`config.mk`:
```
export PLATFORM = sky130hd
export DESIGN_NAME = seq_alu
export DESIGN_NICKNAME = d
export VERILOG_FILES = /design/src/rtl/seq_alu.sv
export SDC_FILE = /design/constraint.sdc
export NUM_CORES = 1
export LEC_CHECK = 0
export CORE_MARGIN = 5
export CORE_UTILIZATION = 50
export CTS_BUF_LIST = sky130_fd_sc_hd__clkbuf_8
export CTS_CLUSTER_DIAMETER = 80
export CTS_CLUSTER_SIZE = 25
export DETAILED_ROUTE_END_ITERATION = 6
export PLACE_DENSITY = 0.75
export RECOVER_POWER = 100
export SKIP_LAST_GASP = 1
export SLEW_MARGIN = 40
export SYNTH_ARGS = -nofsm -noshare
export SYNTH_HDL_FRONTEND = slang
export SYNTH_SLANG_ARGS = --single-unit
export TNS_END_PERCENT = 50
```
`constraint.sdc`:
```
create_clock -name clk -period 2.8 [get_ports clk]
set_clock_uncertainty 0.2 [all_clocks]
set_input_delay 0.42 -clock clk [delete_from_list [all_inputs] [get_ports clk]]
set_output_delay 0.42 -clock clk [all_outputs]
set_load 0.03 [all_outputs]
```
`src/rtl/seq_alu.sv`:
```
// seq_alu: multi-cycle 32-bit ALU; logic/arith ops finish in one cycle, shifts iterate one bit per cycle.
module seq_alu #(
    parameter int WIDTH = 32
) (
    input  logic             clk,
    input  logic             rst,
    input  logic             start,
    input  logic [3:0]       control_line,
    input  logic [WIDTH-1:0] a,
    input  logic [WIDTH-1:0] b,
    input  logic [4:0]       shamt,
    output logic [WIDTH-1:0] result,
    output logic             zero,
    output logic             overflow,
    output logic             illegal,
    output logic             busy,
    output logic             done
);
    typedef enum logic {IDLE, SHIFT} state_t;
    state_t           state;
    logic [3:0]       op;
    logic [WIDTH-1:0] acc, shifted, sum, diff, alu_r;
    logic [4:0]       cnt;
    logic             alu_ov, alu_il, is_shift;
    always_comb begin
        sum      = a + b;
        diff     = a - b;
        is_shift = control_line == 4'b1101 || control_line == 4'b1110;
        alu_r    = control_line == 4'b0000 ? a & b :
                   control_line == 4'b0001 ? a | b :
                   control_line == 4'b0010 ? sum :
                   control_line == 4'b0110 ? diff :
                   control_line == 4'b0111 ? {{(WIDTH-1){1'b0}}, $signed(a) < $signed(b)} :
                   control_line == 4'b1100 ? ~(a | b) :
                   is_shift ? b : '0;
        alu_ov   = control_line == 4'b0010 ? (a[WIDTH-1] == b[WIDTH-1]) && (sum[WIDTH-1] != a[WIDTH-1]) :
                   control_line == 4'b0110 ? (a[WIDTH-1] != b[WIDTH-1]) && (diff[WIDTH-1] != a[WIDTH-1]) :
                   1'b0;
        alu_il   = !(control_line inside {4'b0000, 4'b0001, 4'b0010, 4'b0110, 4'b0111, 4'b1100, 4'b1101, 4'b1110});
        shifted  = op == 4'b1101 ? acc << 1 : acc >> 1;
    end
    always_ff @(posedge clk) begin
        if (rst) begin
            state    <= IDLE;
            op       <= '0;
            acc      <= '0;
            cnt      <= '0;
            result   <= '0;
            overflow <= 1'b0;
            illegal  <= 1'b0;
            done     <= 1'b0;
        end else begin
            done <= 1'b0;
            if (state == IDLE) begin
                if (start) begin
                    op <= control_line;
                    if (is_shift && shamt != 5'd0) begin
                        acc   <= b;
                        cnt   <= shamt;
                        state <= SHIFT;
                    end else begin
                        result   <= alu_r;
                        overflow <= alu_ov;
                        illegal  <= alu_il;
                        done     <= 1'b1;
                    end
                end
            end else begin
                acc <= shifted;
                cnt <= cnt - 5'd1;
                if (cnt == 5'd1) begin
                    result   <= shifted;
                    overflow <= 1'b0;
                    illegal  <= 1'b0;
                    done     <= 1'b1;
                    state    <= IDLE;
                end
            end
        end
    end
    assign busy = state == SHIFT;
    assign zero = result == '0;
endmodule

```
== Yosys cells after proc, flatten, opt, wreduce, memory -nomap -nowiden ==
Index checks and enable logic that the tools add are counted.

* Reductions and logical operators: 14
* Bitwise operators: 4
* Equality and inequality tests: 15
* $lt $le $gt $ge: 1
* Multiply operators: 0
* Divide/modulo/power cells: 0
* Shift operators: 0
* $add $sub $neg: 3
* Mux-type cells: 35

{| class="wikitable"
|+ Operator list
! operator !! number
|-
| 32-bit two-way mux || 15
|-
| 32-bit adder || 1
|-
| 32-bit bitwise AND || 1
|-
| 32-bit logical NOT || 1
|-
| 32-bit < comparator || 1
|-
| 32-bit inverter || 1
|-
| 32-bit bitwise OR || 1
|-
| 32-bit subtractor || 1
|-
| 1-bit two-way mux || 17
|-
| 4-bit equality test (second input constant) || 4
|-
| 5-bit two-way mux || 3
|-
| 4-bit by 3-bit equality test with 1-bit output (second input constant) || 2
|-
| 8-bit nonzero test || 1
|-
| 5-bit by 1-bit equality test with 1-bit output (second input constant) || 1
|-
| 5-bit nonzero test || 1
|-
| 5-bit by 1-bit subtractor with 5-bit output (second input constant) || 1
|-
| 4-bit by 1-bit equality test with 1-bit output (second input constant) || 1
|-
| 4-bit by 2-bit equality test with 1-bit output (second input constant) || 1
|-
| 4-bit logical NOT || 1
|-
| 2-bit AND reduction || 2
|-
| 2-bit nonzero test || 2
|-
| 1-bit logical AND || 3
|-
| 1-bit != test || 3
|-
| 3-bit AND reduction || 1
|-
| 6 further kinds || 6
|}

* ROM bits: 0
* Flip-flop bits (word level): 77
* Memories kept: 0
* Latch bits: 0
* Bits in writable memories: 0
* Word-level logic and storage cells: 80
* Output and inout port bits: 37

== Longest topological paths before layout ==
* Depth after elaboration: 12
* Depth in mapped cells: 12

== Least setup slack after synthesis ==
Ideal clock, no wire load.

* Path kind: in2reg
* From: input a[6]
* To: register result[19]
* Setup time: 0.117 ns
* Arrival: 2.788 ns
* Setup slack: -0.305 ns
* Cell stages on the path: 11
* Cell sequence: inv_1 > ha_1 > or3_1 > or4_1 > a21oi_2 > or4b_4 > a21oi_2 > and2_4 > a221o_1 > a221o_1 > a22o_1

* Longest elaborated chain between the ends: 8
* Elaborated cells on any way between the ends: 9
* Classes of those cells: add/sub: 2; mux: 7

{| class="wikitable"
|+ Ends and longest elaborated chain
! element !! line !! source
|-
| start, declared || 9 || <nowiki>input logic [WIDTH-1:0] a,</nowiki>
|-
| 32-bit subtractor || 27 || <nowiki>diff = a - b;</nowiki>
|-
| 32-bit two-way mux || 32 || <nowiki>control_line == 4'b0110 ? diff :</nowiki>
|-
| 32-bit two-way mux * || 31 || <nowiki>control_line == 4'b0010 ? sum :</nowiki>
|-
| 32-bit two-way mux * || 30 || <nowiki>control_line == 4'b0001 ? a | b :</nowiki>
|-
| 32-bit two-way mux * || 29 || <nowiki>alu_r = control_line == 4'b0000 ? a & b :</nowiki>
|-
| 32-bit two-way mux * || 57 || <nowiki>if (is_shift && shamt != 5'd0) begin</nowiki>
|-
| 32-bit two-way mux * || 55 || <nowiki>if (start) begin</nowiki>
|-
| 32-bit two-way mux * || 54 || <nowiki>if (state == IDLE) begin</nowiki>
|-
| end signal, assigned || 62 || <nowiki>result <= alu_r;</nowiki>
|-
| end signal, assigned || 72 || <nowiki>result <= shifted;</nowiki>
|-
| end, declared || 12 || <nowiki>output logic [WIDTH-1:0] result,</nowiki>
|}

Mark *: on every way between the ends. The rest lies on a longest branch, timed or not. The select of a mux whose other input is x is not followed.
A chain may end at the register's enable or synchronous reset.

== Final worst setup path ==
* From: input a[7]
* To: register result[19]

Same word-level chain as after synthesis.

==> flow_summary.json <==
{
  "status": "complete, but fails checks",
  "violations": "design-rule violations, negative setup slack",
  "p_sw_mw": 2.084,
  "fp.dieArea_um2": 22350,
  "gr-total-overflow": 0,
  "rrSetupSlack_ps": 350,
  "synthDistinctLibCells": 90,
  "hold_path_depth": 2,
  "synth_compound_area_share_pct": 34.58,
  "cts.sinks": 77,
  "seq_area_frac_synth_pct": 15.84,
  "p_per_area_nw_per_um2": 325.7,
  "synth-warning-count": 0,
  "dieHeight_um": 149.5,
  "fmax_mhz": 339.7,
  "critPathLaunchType": "input port",
  "first_pass_iters": 7,
  "antenna_cells": 0,
  "fin_ws_ps": -143.6,
  "cts_tree": "built",
  "fillers": 1384,
  "yosys_most_used_dff": "dfxtp_1",
  "grt.total_usage_pct": 41.91,
  "grt_pass1_vias": 13560,
  "area_growth_pct": 60.68,
  "maxSlewHeadroom_pct": 52.49,
  "min_from": "rst",
  "synth_top_family_by_area": "compound AO/OA/AOI/OAI gates",
  "yosys.area_share.simple_pct": 23.20,
  "synth_common_cells": "179 x nand2_1, 152 x a21oi_1, 114 x nor2_1",
  "yosysTopAreaCellShare_pct": 15.84,
  "vias": 13980,
  "p_clk_share_pct": 20.1,
  "comb_power_share_pct": 55.7,
  "worstRegToRegCells": 7,
  "final_layout_size_suffix_gt1_share_pct": 38.67,
  "yosysMostFrequentCell": "nand2_1",
  "yosys.area.top_type": "dfxtp_1",
  "ant_nets": 0,
  "syn_area_um2": 9731,
  "synth_edf_count": 0,
  "ys_seq_elements": 77,
  "switching_share_pct": 40.92,
  "grt_max_degree": 34,
  "dp_hpwl_um": 37510,
  "cts-buffers-inserted": 9,
  "drv_cap": 0,
  "fin_crit_sh_pct": 105.1,
  "wirelength_um": 49540,
  "tightest_slew_ps": 710.9,
  "r2r_start": "cnt[2]",
  "io_pins": 113,
  "worstHoldPathType": "in2reg",
  "die_w_um": 149.5,
  "portBuffers": 112,
  "fin_nets": 2059,
  "synth_area_leaders": "dfxtp_1 16%, ha_1 13%, a21oi_1 7.8%",
  "placementRows": 51,
  "synth.avg_cell_area_um2": 6.911,
  "antenna_found_initial": 0,
  "hold_ws_ps": 176.2,
  "hold_violations": 0,
  "holdPathEnd": "acc[25]",
  "finalSetupViolations": 23,
  "placed_cells": 2099,
  "clockBufferDepth": 2,
  "path_max_fanout": 5,
  "drc": 9,
  "globalplace.congestion": 1.053,
  "insertion_delay_ps": 380,
  "synth_fp_nets": 1584,
  "grt_pass1_wl_um": 74070,
  "max-vdd-ir-drop_mv": 0.2443,
  "via_per_inst": 6.493,
  "timing.final.crit_period_ps": 2944,
  "worstPathRequired_ps": 2890,
  "htreeDepth": 3,
  "synth_xor_xnor_area_share_pct": 0.4500,
  "synth_fa_ha_area_share_pct": 13.01,
  "wire_per_inst_um": 23.01,
  "critPathArrivalTime_ps": 3030,
  "rsz0062_at_grt": "yes",
  "start_util_pct": 50.33,
  "seq_power_share_pct": 24.2,
  "root_buffer": "clkbuf_8",
  "clk_pin_slew_ps": 100,
  "cp-end-kind": "flip-flop",
  "r2r_end": "result[27]",
  "slew_viol_final": 0,
  "muxShareOfSynthArea_pct": 4.860,
  "syn_inst": 1408,
  "fp.coreArea_um2": 19330,
  "crit_type": "in2reg",
  "stdcell_count": 2153,
  "drt_iter0_drc": 2075,
  "power_mw": 5.093,
  "p_int_mw": 3.009,
  "leakage_nw": 7.012,
  "async_flop_share_pct": 0
}
==> flip-flops by register name (all words and copies together) (netlist names) <==
register	count
done	1
cnt	5
busy	1
overflow	1
op	4
acc	32
result	32
illegal	1
==> cell usage in the layout, fill, tap and decap left out, drive strengths merged, types with 36 or more instances in the layout <==
cell and count:
dfxtp 77, o21ai 77, nand3 42, ha 98
buf 465, dlygate4sd3 36, a21oi 156, inv 106
nor2 114, nand2 179
==> how the worst max path moves through the flow <==
stage                     slack (ps)          to            start  cells past startpoint
after floorplan                 -240  result[19]             a[7]                     11
after global placement         -1050  result[19]             a[7]                     12
after detailed placement       -1080  result[19]             a[7]                     12
after CTS                       -230    overflow            b[24]                     13
after global routing            -250   result[8]  control_line[2]                     11
final                           -140  result[19]             a[7]                     12
==> area by class of cell <==
cell class / instances / area (um2) / share of cell area, %
multi-input combinational: 1128 / 8526 / 54.53
timing repair buffer: 562 / 4557 / 29.15
sequential: 77 / 1543 / 9.867
inverter: 105 / 450.4 / 2.881
tap: 265 / 331.6 / 2.121
clock buffer: 9 / 123.9 / 0.7923
clock inverter: 7 / 103.9 / 0.6642
==> metrics by stage <==
stage | util [%] | TNS (ps) | cell area, um2 | worst slack [ps]
after floorplan | - | -1452 | 10000 | -238.7
after global placement | 73.49 | -33850 | 14210 | -1049
after detailed placement | 73.51 | -30710 | 14210 | -1080
after CTS | 78.58 | -3185 | 15190 | -226.8
after global routing | 80.86 | -3806 | 15640 | -246.6
final | 80.86 | -1665 | 15640 | -143.6
==> cell families after synthesis <==
kind of cell             after synthesis
XOR/XNOR                               5
AO/OA/AOI/OAI                        495
AND/OR/NAND/NOR                      483
buffers and inverters                203
flip-flops                            77
multiplexers                          45
adder cells (fa/ha/maj)              100
==> critical path, cell delays in order <==
cell     delay, ps
buf_6          110
inv_12          30
ha_4           250
or3_4          370
or4_4          430
a21oi_4        220
or4b_4         190
a21oi_4         70
and2_4         150
a221o_1        280
a221o_1        320
a22o_1         190
==> power by group through the flow <==
stage / logic, mW / registers, mW / clock network [mW]
finish: 2.84 / 1.23 / 1.02
global route: 2.98 / 1.24 / 1.05
CTS: 2.62 / 1.23 / 1.01
detailed placement: 2.42 / 1.25 / 0
global placement: 2.39 / 1.25 / 0
floorplan: 1.13 / 1.31 / 0
==> what timing repair did <==
action	in CTS	in global routing
gates resized for setup	212	154
pin swaps	86	65
hold buffers	0	0
endpoints found under the setup margin	32	31
setup buffers	28	12
==> routing by layer <==
layer / wire [um] / GRT usage, % / part of all wire [%]
met2: 21970 / 68.82 / 44
met4: 3473 / 21.14 / 7.0
met3: 6124 / 7.874 / 12
met5: 0 / 0 / 0
met1: 17970 / 52.52 / 36
Power figures use the tool's default switching activity.
